<file path="src/rtl/cpu_pkg.sv">
// Shared definitions for the nibble processor decoder: opcode classes,
// register indices, bus source codes and the control bundle layout.
package cpu_pkg;

  typedef enum logic [2:0] {
    OP_LOAD,
    OP_MOV,
    OP_ALU,
    OP_JMP,
    OP_JNZ
  } opcode_e;

  typedef enum logic [3:0] {
    REG_X0   = 4'd0,
    REG_X1   = 4'd1,
    REG_Y0   = 4'd2,
    REG_Y1   = 4'd3,
    REG_R    = 4'd4,
    REG_M    = 4'd5,
    REG_I    = 4'd6,
    REG_DM   = 4'd7,
    REG_OREG = 4'd8
  } reg_idx_e;

  localparam logic [3:0] SRC_IMM  = 4'd8;
  localparam logic [3:0] SRC_NONE = 4'd10;

  // ALU encodings whose result is discarded; they retire as NOPs.
  localparam int unsigned          NUM_NOPS = 4;
  localparam logic [NUM_NOPS*8-1:0] NOP_OPS  = {8'hDF, 8'hD8, 8'hCF, 8'hC8};

  typedef struct packed {
    logic [8:0] reg_en;
    logic [3:0] source_sel;
    logic       i_sel;
    logic       x_sel;
    logic       y_sel;
    logic       jmp;
    logic       jmp_nz;
  } ctrl_t;

  localparam ctrl_t CTRL_BUBBLE = '{reg_en: 9'h000, source_sel: SRC_NONE, i_sel: 1'b0,
                                    x_sel: 1'b0, y_sel: 1'b0, jmp: 1'b0, jmp_nz: 1'b0};
  localparam ctrl_t CTRL_RESET  = '{reg_en: 9'h1FF, source_sel: SRC_NONE, i_sel: 1'b0,
                                    x_sel: 1'b0, y_sel: 1'b0, jmp: 1'b0, jmp_nz: 1'b0};

  function automatic opcode_e op_class(input logic [3:0] op_bits);
    if (!op_bits[3]) return OP_LOAD;
    if (!op_bits[2]) return OP_MOV;
    if (!op_bits[1]) return OP_ALU;
    if (!op_bits[0]) return OP_JMP;
    return OP_JNZ;
  endfunction

  function automatic logic is_nop_byte(input logic [7:0] b);
    logic hit;
    hit = 1'b0;
    for (int unsigned k = 0; k < NUM_NOPS; k++) begin
      if (b == NOP_OPS[k*8 +: 8]) hit = 1'b1;
    end
    return hit;
  endfunction

endpackage

</file>
<file path="src/rtl/instr_decode_comb.sv">
// Pure combinational decode of one instruction word into the control bundle,
// immediate field and NOP flag.
module instr_decode_comb
  import cpu_pkg::*;
#(
  parameter int unsigned DATA_W   = 4,
  parameter int unsigned SRC_MODE = 0
) (
  input  logic [DATA_W+3:0] instr_i,
  input  logic [3:0]        o_reg_i,
  output ctrl_t             ctrl_o,
  output logic [DATA_W-1:0] imm_o,
  output logic              nop_o
);

  localparam int unsigned INSTR_W = DATA_W + 4;

  logic [3:0] op_bits;
  logic [2:0] dst;
  logic [2:0] src;
  logic       unused_o_reg;

  assign op_bits      = instr_i[INSTR_W-1 -: 4];
  assign dst          = instr_i[5:3];
  assign src          = (SRC_MODE == 1) ? o_reg_i[2:0] : instr_i[2:0];
  assign unused_o_reg = ^o_reg_i;

  always_comb begin
    ctrl_o            = CTRL_BUBBLE;
    ctrl_o.source_sel = {1'b0, src};
    imm_o             = instr_i[DATA_W-1:0];
    nop_o             = (op_bits[3:1] == 3'b110) && is_nop_byte(instr_i[7:0]);
    case (op_class(op_bits))
      OP_LOAD: begin
        ctrl_o.reg_en     = 9'(1) << op_bits[2:0];
        ctrl_o.source_sel = SRC_IMM;
      end
      OP_MOV: begin
        // r->r is meaningless, so that encoding is reused for mov r->o_reg
        if (({1'b0, dst} == REG_R) && ({1'b0, instr_i[2:0]} == REG_R)) begin
          ctrl_o.reg_en     = 9'(1) << REG_OREG;
          ctrl_o.source_sel = REG_R;
        end else begin
          ctrl_o.reg_en = 9'(1) << dst;
        end
      end
      OP_ALU: begin
        ctrl_o.x_sel = op_bits[0];
        ctrl_o.y_sel = instr_i[INSTR_W-5];
        if (!nop_o) ctrl_o.reg_en = 9'(1) << REG_R;
      end
      OP_JMP: begin
        ctrl_o.jmp   = 1'b1;
        ctrl_o.i_sel = 1'b1;
      end
      OP_JNZ: begin
        ctrl_o.jmp_nz = 1'b1;
        ctrl_o.i_sel  = 1'b1;
      end
      default: ctrl_o = CTRL_BUBBLE;
    endcase
  end

endmodule

</file>
<file path="src/rtl/pipelined_instruction_decoder.sv">
// Two-stage (IR -> CTRL) registered instruction decoder with fetch handshake,
// datapath hold, wrong-path squashing on taken jumps and a saturating NOP counter.
module pipelined_instruction_decoder
  import cpu_pkg::*;
#(
  parameter int unsigned DATA_W   = 4,
  parameter int unsigned SRC_MODE = 0,
  parameter int unsigned CNT_W    = 8
) (
  input  logic              clk,
  input  logic              sync_reset_n,
  input  logic [DATA_W+3:0] next_instr,
  input  logic              instr_valid,
  output logic              instr_ready,
  input  logic              hold,
  input  logic              zero_flag,
  input  logic [3:0]        o_reg,
  output logic              jmp,
  output logic              jmp_nz,
  output logic              flush,
  output logic              i_sel,
  output logic              x_sel,
  output logic              y_sel,
  output logic [3:0]        source_sel,
  output logic [DATA_W-1:0] ir_nibble,
  output logic [8:0]        reg_en,
  output logic [CNT_W-1:0]  nop_count
);

  localparam int unsigned INSTR_W = DATA_W + 4;

  logic [INSTR_W-1:0] ir_q, ir_d;
  logic               ir_v_q, ir_v_d;
  ctrl_t              ctrl_q, ctrl_d, dec_ctrl;
  logic [DATA_W-1:0]  imm_q, imm_d, dec_imm;
  logic [CNT_W-1:0]   nop_q, nop_d;
  logic               dec_nop;
  logic               taken;
  logic               advance;

  instr_decode_comb #(
    .DATA_W  (DATA_W),
    .SRC_MODE(SRC_MODE)
  ) u_decode (
    .instr_i(ir_q),
    .o_reg_i(o_reg),
    .ctrl_o (dec_ctrl),
    .imm_o  (dec_imm),
    .nop_o  (dec_nop)
  );

  assign taken       = ctrl_q.jmp | (ctrl_q.jmp_nz & ~zero_flag);
  assign flush       = taken & ~hold;
  assign instr_ready = ~hold;
  // A flushed IR entry is wrong-path and must never reach CTRL.
  assign advance     = ir_v_q & ~flush;

  always_comb begin
    ir_d   = ir_q;
    ir_v_d = ir_v_q;
    ctrl_d = ctrl_q;
    imm_d  = imm_q;
    nop_d  = nop_q;
    if (!hold) begin
      if (flush) begin
        ir_v_d = 1'b0;
      end else if (instr_valid) begin
        ir_d   = next_instr;
        ir_v_d = 1'b1;
      end else begin
        ir_v_d = 1'b0;
      end
      if (advance) begin
        ctrl_d = dec_ctrl;
        imm_d  = dec_imm;
        if (dec_nop && (nop_q != '1)) nop_d = nop_q + 1'b1;
      end else begin
        ctrl_d = CTRL_BUBBLE;
        imm_d  = '0;
      end
    end
  end

  always_ff @(posedge clk) begin
    if (!sync_reset_n) begin
      ir_q   <= '0;
      ir_v_q <= 1'b0;
      ctrl_q <= CTRL_RESET;
      imm_q  <= '0;
      nop_q  <= '0;
    end else begin
      ir_q   <= ir_d;
      ir_v_q <= ir_v_d;
      ctrl_q <= ctrl_d;
      imm_q  <= imm_d;
      nop_q  <= nop_d;
    end
  end

  assign jmp        = ctrl_q.jmp;
  assign jmp_nz     = ctrl_q.jmp_nz;
  assign i_sel      = ctrl_q.i_sel;
  assign x_sel      = ctrl_q.x_sel;
  assign y_sel      = ctrl_q.y_sel;
  assign source_sel = ctrl_q.source_sel;
  assign reg_en     = ctrl_q.reg_en;
  assign ir_nibble  = imm_q;
  assign nop_count  = nop_q;

endmodule

</file>
<file path="config.mk">
export PLATFORM = sky130hd
export DESIGN_NAME = pipelined_instruction_decoder
export DESIGN_NICKNAME = d
export VERILOG_FILES = /design/src/rtl/cpu_pkg.sv /design/src/rtl/instr_decode_comb.sv /design/src/rtl/pipelined_instruction_decoder.sv
export SDC_FILE = /design/constraint.sdc
export NUM_CORES = 1
export LEC_CHECK = 0
export ABC_CLOCK_PERIOD_IN_PS = 2400
export BUFFER_PORTS_ARGS = -buffer_cell sky130_fd_sc_hd__buf_4
export CAP_MARGIN = 10
export CORE_MARGIN = 1.5
export CORE_UTILIZATION = 48
export DETAILED_ROUTE_END_ITERATION = 7
export PLACE_DENSITY = 0.75
export REMOVE_ABC_BUFFERS = 1
export SLEW_MARGIN = 20
export SYNTH_ARGS = -nofsm -noshare
export SYNTH_HDL_FRONTEND = slang
export SYNTH_SLANG_ARGS = --single-unit
</file>
<file path="constraint.sdc">
create_clock -name clk -period 2.4 [get_ports clk]
set_input_delay 0.48 -clock clk [delete_from_list [all_inputs] [get_ports clk]]
set_output_delay 0.48 -clock clk [all_outputs]
set_load 0.01 [all_outputs]
</file>
==> results.sh, run 1 <==
export IMPL_sw_frac_of_total_pct=23.47
export IMPL_htree_levels=2
export IMPL_cell_accounting_for_the_most_synthesized_area="dfxtp_1"
export IMPL_io_pins=49
export IMPL_die_area_sq_mm=0.003933
export IMPL_power_leakage_nw=0.8981
export IMPL_netSwitchingPower_mw=0.2885
export IMPL_layout_area_overhead_vs_synth_pct=25.66
export IMPL_syn_instance_count=195
export IMPL_rows=21
export IMPL_critical_path_arrival_ns=1.99
export IMPL_final_setup_tns_ns=0
export IMPL_finalHoldViolations=0
export IMPL_detail_route_vias_per_cell=5.580
export IMPL_crit_path_start_kind="flop"
export IMPL_initial_utilization_pct=50.50
export IMPL_postCtsSetupBuffers=0
export IMPL_outcome="finished, final reports clean"
export IMPL_timing_critical_path_cells="and4b_1 > nand4_1 > buf_4 > or4_1 > a21oi_1"
export IMPL_gp_routability_congestion=0.7950
export IMPL_clk_path_buf_depth=2
export IMPL_critPathTopFamily="simple AND/OR/NAND/NOR gates"
export IMPL_initial_antenna_violation_count=0
export IMPL_clkTransAtPathRegs_ns=0.11
export IMPL_holdCritPathClass="in2reg"
export IMPL_maxCapViolCount=0
export IMPL_slowest_cell_delay_on_critical_path_ns=0.50
export IMPL_grt_remaining_overflow=0
export IMPL_finish_net_count=255
export IMPL_numPortBuffers=44
export IMPL_power_density_cell_area_mw_per_mm2=571.4
export IMPL_seq_area_frac_synth_pct=45.61
export IMPL_synth_area_top_cells="dfxtp_1 46%, mux2i_1 7.0%, nor2_1 4.6%"
export IMPL_fmaxAchievable_mhz=578.0
export IMPL_grt_pass1_wl_mm=6.486
export IMPL_detailedRoute_firstIterationViolations=121
export IMPL_final_layout_size_suffix_gt1_share_pct=24.05
export IMPL_required_ns=2.66
export IMPL_firstDrtPassIters=5
export IMPL_wl_mm=3.875
export IMPL_numCtsBuffers=5
export IMPL_drt_wirelength_per_cell_um=13.69
export IMPL_die_w_um=62.72
export IMPL_grt_usage_pct=20.63
export IMPL_ctsResizeCount=0
export IMPL_core_area_sq_mm=0.003390
export IMPL_mappedNetlistArea_sq_mm=0.001712
export IMPL_seqPwrFrac_pct=55.8
export IMPL_cts_hold_fix_buffers=0
export IMPL_grt_max_degree=30
export IMPL_dp_final_hpwl_mm=2.610
export IMPL_clk_insertion_delay_late_ns=0.34
export IMPL_netlist_cell_type_count=36
export IMPL_yosys_area_top_type_share_pct=45.61
export IMPL_finalCoreUtilization_pct=63.46
export IMPL_worst_setup_path_type="reg2reg"
export IMPL_cts_tree="yes"
export IMPL_clk_root_buffer_cell="clkbuf_4"
export IMPL_fillCellCount=301
export IMPL_power_report_internal_total_mw=0.9404
export IMPL_skew_ns=0.004607
export IMPL_remaining_drc_errors=0
export IMPL_rsz0062_at_grt="false"
export IMPL_crit_buf_inv=1
export IMPL_finalCriticalPeriod_ns=1.730
export IMPL_number_of_global_route_vias_before_repair=1394
export IMPL_worst_setup_path_end_kind="flop"
export IMPL_finalSetupViolCount=0
export IMPL_clock_sink_count=39
export IMPL_detailroute_via_count=1579
export IMPL_cpMaxStageDelayCell="dfxtp_1"
export IMPL_yosys_warnings=0
export IMPL_layout_worst_path_cycle_share_pct=72.08
export IMPL_clock_power_share_pct=33.9
export IMPL_worst_path_max_fanout=13
export IMPL_worst_slew_pin_slew_ns=0.8761
export IMPL_irDropWorstVdd_mv=0.3674
export IMPL_synth_avg_cell_area_sq_um=8.778
export IMPL_yosys_register_bits=39
export IMPL_combinational_group_share_of_total_power_pct=10.3
export IMPL_die_height_um=62.72
export IMPL_slew_headroom_pct=41.53
export IMPL_ant_nets=0
export IMPL_slew_viol_final=0
export IMPL_antennaDiodeCount=0
[layer usage]
| metal | up-vias | routed length [um] | global-route usage (%) | part of all wire [%] |
|---|---|---|---|---|
| met3 | 4 | 275 | 6.306 | 7.1 |
| met4 | 0 | 34 | 6.389 | 0.88 |
| met2 | 54 | 1701 | 32.12 | 44 |
| met1 | 723 | 1863 | 27.48 | 48 |
| li1 | 798 | - | - | - |
| met5 | - | 0 | 0 | 0 |
[sequential cells by signal, indices dropped and copies added, names as in the netlist]
signal,flops
source_sel,4
ir_q,8
y_sel,1
nop_count,8
i_sel,1
x_sel,1
reg_en,9
jmp,1
ir_nibble,4
jmp_nz,1
ir_v_q,1
[cells in the mapped netlist]
cell and count:
nor4_1 1, a2bb2oi_1 1, and2_1 1, o2bb2ai_1 1
and4b_1 1, or4_1 3, nor2_1 21, dfxtp_1 39
or3_1 2, buf_2 4, a32oi_1 4, o21bai_1 1
clkbuf_1 10, and3b_1 2, o22ai_1 1, nor3b_1 1
inv_1 6, nand3_1 8, nor4_2 2, ha_1 1
nand2b_1 6, o311ai_0 2, o21ai_0 6, nand2_1 18
o31ai_1 3, nor2b_1 2, and3_1 3, o32ai_1 1
a22o_1 1, a221o_1 4, nor3_1 2, mux2i_1 12
a21oi_1 12, nand4_1 8, or4bb_1 1, a22oi_1 4
[path summary, 6_finish.rpt]
path	start	to	slack (ns)	depth (start not counted)
worst min register to register	x_sel$_SDFFE_PN0N_	x_sel$_SDFFE_PN0N_	0.47	2
worst max-delay path	ir_q[3]$_SDFFE_PN0P_	nop_count[3]$_SDFFE_PN0P_	0.67	5
worst min-delay path	next_instr[4]	ir_q[4]$_SDFFE_PN0P_	0.37	3
worst max register to register	ir_q[3]$_SDFFE_PN0P_	nop_count[3]$_SDFFE_PN0P_	0.67	5
[layout make-up]
type	count	area, sq um	share of cell area (%)
clock buffer	6	41.29	1.920
tap	46	57.56	2.676
sequential	39	780.7	36.30
clock inverter	1	30.03	1.396
multi-input combinational	136	850.8	39.56
inverter	6	22.52	1.047
timing repair buffer	49	367.9	17.10
[per-stage QoR]
| step | cells | hold slack, ns | setup slack, ns | area, sq um | total power [mW] |
|---|---|---|---|---|---|
| 2_1_floorplan | 181 | 0.4711 | 0.5874 | 1654 | 0.7592 |
| 3_3_place_gp | 276 | 0.4512 | 0.5415 | 2079 | 0.8257 |
| 3_5_place_dp | 276 | 0.4600 | 0.5227 | 2079 | 0.8273 |
| 4_1_cts | 283 | 0.3535 | 0.6825 | 2151 | 1.242 |
| 5_1_grt | 283 | 0.3480 | 0.5470 | 2151 | 1.294 |
| 6_report | 283 | 0.3651 | 0.6700 | 2151 | 1.229 |
[worst register-to-register path, cell delays in order (launching register included)]
cell	delay, ns
dfxtp_1	0.50
and4b_1	0.23
nand4_1	0.11
buf_4	0.20
or4_1	0.47
a21oi_1	0.15
[kinds of logic after synthesis]
kind of cell / count (synthesis) / synth area share, %
AOI/OAI and AO/OA: 41 / 16.59
adders and majority gates: 1 / 0.7309
buffers and inverters: 20 / 4.679
DFF: 39 / 45.61
muxes: 12 / 7.018
and+or+nand+nor: 82 / 25.37
[power by group through the flow]
| stage | logic [mW] | registers [mW] | clock network [mW] |
|---|---|---|---|
| 2_1_floorplan | 0.0541 | 0.705 | 0 |
| 3_5_place_dp | 0.127 | 0.701 | 0 |
| 6_report | 0.126 | 0.686 | 0.416 |
| 4_1_cts | 0.127 | 0.686 | 0.429 |
| 5_1_grt | 0.138 | 0.690 | 0.466 |
| 3_3_place_gp | 0.126 | 0.700 | 0 |
[cell usage in the layout, fill, tap and decap left out, types with 5 or more instances in the layout]
cell and count:
dfxtp_1 39, buf_4 49, a21oi_1 12, nor2_1 21, o21ai_0 6, inv_1 6
mux2i_1 12, nand3_1 8, nand2b_1 6, nand2_1 18, nand4_1 8, clkbuf_4 5
No activity file was read; power rests on OpenSTA's default activity.
==> inputs of run 2 (changes only) <==
--- a/config.mk
+++ b/config.mk
@@ -5,13 +5,14 @@
 export SDC_FILE = /design/constraint.sdc
 export NUM_CORES = 1
 export LEC_CHECK = 0
-export ABC_CLOCK_PERIOD_IN_PS = 2400
+export ABC_AREA = 1
+export ABC_CLOCK_PERIOD_IN_PS = 1800
 export BUFFER_PORTS_ARGS = -buffer_cell sky130_fd_sc_hd__buf_4
 export CAP_MARGIN = 10
 export CORE_MARGIN = 1.5
 export CORE_UTILIZATION = 48
 export DETAILED_ROUTE_END_ITERATION = 7
-export PLACE_DENSITY = 0.75
+export PLACE_DENSITY = 0.74
 export REMOVE_ABC_BUFFERS = 1
 export SLEW_MARGIN = 20
 export SYNTH_ARGS = -nofsm -noshare
==> constraint.sdc (replaced) <==
create_clock -name clk -period 1.8 [get_ports clk]
set_input_delay 0.36 -clock clk [delete_from_list [all_inputs] [get_ports clk]]
set_output_delay 0.36 -clock clk [all_outputs]
set_load 0.01 [all_outputs]
==> run 2 against run 1 <==
Against the previous run:
- synthesized area is 10% higher
- clock skew is 0.00071 ns higher
- sequential power is 35% higher
- critical path depth stayed put
- clock-buffer cell count is 1 higher
- total power is 35% higher
- final area is 7.8% higher
- register-to-register slack worse by 0.38 ns
- first-iteration DRC count is 15% lower
- critical path type is now reg2out
- largest cell class unchanged
- highest routed layer unchanged
==> results.sh, run 2 <==
export IMPL_synth_top_cells_by_count="72 x nand2_1, 39 x dfxtp_1, 36 x a21oi_1"
export IMPL_fillCellCount=347
export IMPL_cts_tree="yes"
export IMPL_netlist_cell_type_count=30
export IMPL_detailedRoute_firstIterationViolations=103
export IMPL_clk_insertion_delay_late_ns=0.28
export IMPL_antennaDiodeCount=0
export IMPL_worst_setup_path_end_kind="output pin"
export IMPL_clk_root_buffer_cell="clkbuf_8"
export IMPL_final_setup_tns_ns=0
export IMPL_initial_antenna_violation_count=0
export IMPL_numCtsBuffers=5
export IMPL_grt_max_degree=29
export IMPL_crit_reg2reg_capture="nop_count[6]$_SDFFE_PN0P_"
export IMPL_cpMaxStageDelayCell="dfxtp_1"
export IMPL_die_area_sq_mm=0.004313
export IMPL_crit_buf_inv=3
export IMPL_layout_area_overhead_vs_synth_pct=22.96
export IMPL_power_leakage_nw=0.9351
export IMPL_slowest_cell_delay_on_critical_path_ns=0.36
export IMPL_critical_path_arrival_ns=1.16
export IMPL_outcome="finished, final reports clean"
export IMPL_max_ffs_per_register=9
export IMPL_cell_accounting_for_the_most_synthesized_area="dfxtp_1"
export IMPL_finalCoreUtilization_pct=62.39
export IMPL_power_density_cell_area_mw_per_mm2=717.5
export IMPL_worst_r2r_startpoint="nop_count[0]$_SDFFE_PN0P_"
export IMPL_worst_slew_pin_slew_ns=0.4864
export IMPL_rows=22
export IMPL_number_of_global_route_vias_before_repair=1654
export IMPL_detail_route_vias_per_cell=5.088
export IMPL_maxCapViolCount=0
export IMPL_holdCritPathClass="in2reg"
export IMPL_rsz0062_at_grt="false"
export IMPL_die_w_um=65.68
export IMPL_required_ns=1.44
export IMPL_slew_headroom_pct=67.52
export IMPL_firstDrtPassIters=4
export IMPL_most_common_cell_after_layout_fill_and_taps_aside="nand2_1"
export IMPL_htree_levels=2
export IMPL_finalCriticalPeriod_ns=1.520
export IMPL_die_height_um=65.68
export IMPL_ff2ff_setup_slack_ns=0.29
export IMPL_synth_async_sr_flop_share_pct=0
export IMPL_fmaxAchievable_mhz=657.8
export IMPL_yosys_register_bits=39
export IMPL_initial_utilization_pct=50.74
export IMPL_syn_instance_count=258
export IMPL_clock_sink_count=39
export IMPL_min_delay_worst_endpoint="source_sel[3]$_SDFFE_PN1N_"
export IMPL_timing_critical_path_cells="inv_1 > nand2_1 > inv_1 > nor2_1 > buf_4"
export IMPL_remaining_drc_errors=0
export IMPL_gp_routability_congestion=0.8384
export IMPL_irDropWorstVdd_mv=0.6037
export IMPL_drt_wirelength_per_cell_um=11.55
export IMPL_numPortBuffers=44
export IMPL_finalHoldViolations=0
export IMPL_finish_net_count=320
export IMPL_crit_path_start_kind="flop"
export IMPL_finalSetupViolCount=0
export IMPL_cts_hold_fix_buffers=0
export IMPL_finalPower_mw=1.664
export IMPL_ant_nets=0
export IMPL_grt_pass1_wl_mm=7.162
export IMPL_io_pins=49
export IMPL_clk_path_buf_depth=2
export IMPL_synth_avg_cell_area_sq_um=7.308
export IMPL_worst_hold_path_num_cells=2
export IMPL_postCtsSetupBuffers=0
export IMPL_synth_area_top_cells="dfxtp_1 41%, nand2_1 14%, a21oi_1 9.6%"
export IMPL_core_area_sq_mm=0.003716
export IMPL_yosys_cell_count_top_type="nand2_1"
export IMPL_ff2ff_path_depth=8
export IMPL_grt_usage_pct=21.16
export IMPL_skew_ns=0.005321
export IMPL_yosys_warnings=0
export IMPL_synth_ff_type="dfxtp_1"
export IMPL_mappedNetlistArea_sq_mm=0.001886
export IMPL_mostFrequentLayoutCells="72 x nand2_1, 48 x buf_4, 39 x dfxtp_1, 36 x a21oi_1, 20 x nand3_1"
export IMPL_cpMostUsedCell="inv_1"
export IMPL_detailroute_via_count=1786
export IMPL_synth_enable_flop_cells=0
export IMPL_grt_remaining_overflow=0
export IMPL_layout_worst_path_cycle_share_pct=84.45
export IMPL_final_layout_size_suffix_gt1_share_pct=24.42
export IMPL_yosys_area_top_type_share_pct=41.41
export IMPL_dp_final_hpwl_mm=2.960
export IMPL_wl_mm=4.055
export IMPL_timing_hold_worst_start="sync_reset_n"
export IMPL_seq_area_frac_synth_pct=41.41
export IMPL_critPathTopFamily="flip-flops"
export IMPL_clkTransAtPathRegs_ns=0.07
export IMPL_worst_setup_path_type="reg2out"
export IMPL_worst_path_max_fanout=3
export IMPL_slew_viol_final=0
export IMPL_ctsResizeCount=0
[run 2: changes by cell type after synthesis, sizes merged, moves of 4 or more]
cell,before,now
nand2,18,75
a21oi,12,36
nand3,8,24
inv,6,21
mux2i,12,0
o21ai,6,15
nand2b,6,0
clkbuf,10,5
a221o,4,0
a22oi,4,0
a32oi,4,0
nand4,8,4
[run 2: final cells by class]
cell class	count	area, sq um	share of cell area, %
clock buffers	7	76.32	3.292
multi-input cells	187	952.2	41.07
well taps	48	60.06	2.590
clock inverters	1	5.005	0.2159
inverters	21	83.83	3.616
repair buffers	48	360.3	15.54
flip-flops and latches	39	780.7	33.68
[run 2: power by group]
part           total (mW)  internal (mW)  leakage [nW]  switching, mW
clock network       0.556          0.272        0.0422          0.284
registers           0.923          0.893         0.319         0.0305
logic               0.184         0.0765         0.574          0.108
total                1.66           1.24         0.935          0.423
[run 2: cells by family (layout without fill, tap and decap cells)]
family / count (synthesis) / in the layout / share of synthesized area, %
buffers and inverters: 32 / 77 / 8.095
xor gates and xnor gates: 2 / 2 / 0.9292
adders and majority gates: 1 / 1 / 0.6635
AOI/OAI and AO/OA: 58 / 58 / 15.99
and+or+nand+nor: 126 / 126 / 32.91
DFF: 39 / 39 / 41.41
[run 2: per-stage QoR]
step	hold slack, ns	cell area (sq um)	worst slack [ns]	instances
floorplan	0.4289	1817	0.4097	247
global placement	0.4542	2237	0.3262	343
detailed placement	0.4590	2237	0.2956	343
CTS	0.3159	2318	0.2564	351
global route	0.3191	2318	0.09169	351
finish	0.3250	2318	0.2798	351
[run 2: how the worst max path moves through the flow]
| stage | start | to | slack, ns | cells past startpoint |
|---|---|---|---|---|
| CTS | jmp$_SDFFE_PN0N_ | flush | 0.26 | 5 |
| global route | nop_count[0]$_SDFFE_PN0P_ | nop_count[7]$_SDFFE_PN0P_ | 0.09 | 8 |
| floorplan | nop_count[0]$_SDFFE_PN0P_ | nop_count[1]$_SDFFE_PN0P_ | 0.41 | 8 |
| finish | jmp$_SDFFE_PN0N_ | flush | 0.28 | 5 |
| global placement | zero_flag | ir_q[7]$_SDFFE_PN0P_ | 0.33 | 8 |
| detailed placement | zero_flag | ir_q[7]$_SDFFE_PN0P_ | 0.30 | 8 |
[run 2: layer usage]
layer	global-route usage (%)	up-vias	routed length, um
met1	28.76	783	1917
met4	10.68	0	61
met3	3.082	4	237
met5	0	-	0
li1	-	945	-
met2	32.58	54	1838
==> inputs of run 3 (changes only) <==
--- a/config.mk
+++ b/config.mk
@@ -5,14 +5,14 @@
 export SDC_FILE = /design/constraint.sdc
 export NUM_CORES = 1
 export LEC_CHECK = 0
-export ABC_AREA = 1
-export ABC_CLOCK_PERIOD_IN_PS = 1800
+export ABC_AREA = 0
+export ABC_CLOCK_PERIOD_IN_PS = 1600
 export BUFFER_PORTS_ARGS = -buffer_cell sky130_fd_sc_hd__buf_4
 export CAP_MARGIN = 10
 export CORE_MARGIN = 1.5
 export CORE_UTILIZATION = 48
 export DETAILED_ROUTE_END_ITERATION = 7
-export PLACE_DENSITY = 0.74
+export PLACE_DENSITY = 0.75
 export REMOVE_ABC_BUFFERS = 1
 export SLEW_MARGIN = 20
 export SYNTH_ARGS = -nofsm -noshare
==> constraint.sdc (replaced) <==
create_clock -name clk -period 1.6 [get_ports clk]
set_input_delay 0.32 -clock clk [delete_from_list [all_inputs] [get_ports clk]]
set_output_delay 0.32 -clock clk [all_outputs]
set_load 0.01 [all_outputs]
==> run 3 against run 2 <==
Against the previous run:
- sequential power rose by 11%
- via count down 5.4%
- combinational power is 34% higher
- first-iteration DRC count fell by 18%
- clock skew is 0.0046 ns higher
- die area shrank 8.8%
- clock power increased by 12%
- sequential share of layout area is 1.5 points lower
- sequential cell count did not move
- total power up 14%
- non-clock buffer count grew 29
- wire length up 5.3%
- largest cell class unchanged
==> results.sh, run 3 (synthesis results as in run 1) <==
export IMPL_fillCellCount=285
export IMPL_worst_r2r_startpoint="ir_q[5]$_SDFFE_PN0P_"
export IMPL_finalCriticalPeriod_ns=1.518
export IMPL_die_height_um=62.72
export IMPL_grt_pass1_wl_mm=7.189
export IMPL_clock_power_share_pct=33.0
export IMPL_die_w_um=62.72
export IMPL_clkTransAtPathRegs_ns=0.11
export IMPL_htree_levels=2
export IMPL_finalHoldViolations=0
export IMPL_place_area_sq_mm=0.002307
export IMPL_most_common_cell_after_layout_fill_and_taps_aside="buf_4"
export IMPL_grt_max_degree=24
export IMPL_grt_remaining_overflow=0
export IMPL_detail_route_vias_per_cell=5.431
export IMPL_rsz0062_at_grt="true"
export IMPL_cts_tree="yes"
export IMPL_firstDrtPassIters=4
export IMPL_clk_insertion_delay_late_ns=0.35
export IMPL_initial_utilization_pct=50.50
export IMPL_layout_worst_path_cycle_share_pct=94.91
export IMPL_gp_routability_congestion=0.7623
export IMPL_die_area_sq_mm=0.003933
export IMPL_worst_setup_path_type="reg2out"
export IMPL_clk_root_buffer_cell="clkbuf_4"
export IMPL_maxCapViolCount=0
export IMPL_irDropWorstVdd_mv=0.6310
export IMPL_max_ffs_per_register=9
export IMPL_antennaDiodeCount=0
export IMPL_critical_path_arrival_ns=1.20
export IMPL_grt_usage_pct=23.00
export IMPL_holdCritPathClass="in2reg"
export IMPL_detailedRoute_firstIterationViolations=84
export IMPL_power_leakage_nw=1.070
export IMPL_finalHoldWorstSlack_ns=0.1951
export IMPL_final_layout_size_suffix_gt1_share_pct=35.47
export IMPL_combinational_group_share_of_total_power_pct=13.0
export IMPL_power_density_cell_area_mw_per_mm2=775.2
export IMPL_rows=21
export IMPL_sw_frac_of_total_pct=23.61
export IMPL_dp_final_hpwl_mm=3.038
export IMPL_ant_nets=0
export IMPL_drt_wirelength_per_cell_um=13.72
export IMPL_detailroute_via_count=1689
export IMPL_timing_hold_worst_start="next_instr[2]"
export IMPL_required_ns=1.28
export IMPL_worst_path_max_fanout=5
export IMPL_ff2ff_setup_slack_ns=0.09
export IMPL_remaining_drc_errors=0
export IMPL_worst_setup_path_end_kind="output pin"
export IMPL_power_report_internal_total_mw=1.446
export IMPL_mostFrequentLayoutCells="74 x buf_4, 35 x dfxtp_1, 21 x nor2_1, 18 x nand2_1, 12 x mux2i_1"
export IMPL_skew_ns=0.009893
export IMPL_core_area_sq_mm=0.003390
export IMPL_critPathLaunch="jmp_nz$_SDFFE_PN0N_"
export IMPL_clk_path_buf_depth=2
export IMPL_clock_sink_count=39
export IMPL_number_of_global_route_vias_before_repair=1606
export IMPL_io_pins=49
export IMPL_layout_cell_area_non_filler_sq_mm=0.002442
export IMPL_worst_slew_pin_slew_ns=0.3637
export IMPL_outcome="finished, final reports clean"
export IMPL_wl_mm=4.268
export IMPL_seqPwrFrac_pct=54.0
export IMPL_slew_viol_final=0
export IMPL_slew_headroom_pct=75.72
export IMPL_layout_area_overhead_vs_synth_pct=42.69
export IMPL_fmaxAchievable_mhz=658.6
export IMPL_initial_antenna_violation_count=0
export IMPL_finish_net_count=283
export IMPL_netSwitchingPower_mw=0.4469
export IMPL_numPortBuffers=44
export IMPL_finalSetupViolCount=0
export IMPL_crit_path_start_kind="flop"
export IMPL_numCtsBuffers=5
[run 3: changes by cell type in the layout (fill, tap and decap cells not counted), moves of 6 or more]
cell and change:
o21ai_0 -8, mux2i_1 +12, nand3_1 -12, a21oi_1 -26, nand2b_1 +6, buf_4 +26
inv_1 -10, nor2_1 +9, nand2_1 -54
[run 3: what timing repair did]
item,CTS,global route
resized for setup,2,12
hold buffers,0,0
pin swaps,0,1
setup buffers,0,1
endpoints found under the setup margin,5,10
[run 3: layout make-up]
cell class              count  area (sq um)  share of cell area [%]
multi-input cells         136         898.4                   36.78
flip-flops and latches     39         785.8                   32.17
repair buffers             77         606.8                   24.85
well taps                  46         57.56                   2.357
clock buffers               6         41.29                   1.691
clock inverters             1         30.03                   1.230
inverters                   6         22.52                  0.9221
[run 3: per-stage QoR]
stage,power (mW),worst slack (ns),setup TNS [ns],util [%],cells
floorplan,1.139,-0.2126,-0.7945,-,181
global placement,1.272,0.04131,0,68.07,303
detailed placement,1.276,-0.01118,-0.01118,68.07,303
CTS,1.894,0.01804,0,70.51,310
global route,1.964,-0.04131,-0.1002,72.06,311
finish,1.893,0.08152,0,72.06,311
[run 3: path summary, 6_finish.rpt]
kind                               end  depth (start not counted)
max                              flush                          4
min               ir_q[2]$_SDFFE_PN0P_                          3
max reg2reg  nop_count[4]$_SDFFE_PN0P_                          5
min reg2reg         x_sel$_SDFFE_PN0N_                          2
[run 3: power groups by stage]
| stage | Sequential, mW | Clock (mW) | Combinational (mW) |
|---|---|---|---|
| final | 1.02 | 0.625 | 0.247 |
| after global routing | 1.03 | 0.667 | 0.270 |
| after CTS | 1.02 | 0.635 | 0.238 |
| after detailed placement | 1.04 | 0 | 0.234 |
| after global placement | 1.04 | 0 | 0.230 |
| after floorplan | 1.06 | 0 | 0.0811 |
[run 3: worst max-delay path, cell delays in order, from the launching register on]
cell	delay [ns]
dfxtp_2	0.36
nand2b_1	0.08
buf_4	0.16
a21oi_2	0.12
buf_4	0.13
[run 3: metal layers]
metal  share of wire (%)  vias to the layer above  track usage, %
li1                    -                      849               -
met1                  46                      783           30.24
met2                  47                       47           36.96
met3                 5.0                       10           5.225
met4                 1.6                        0           8.611
met5                   0                        -               0
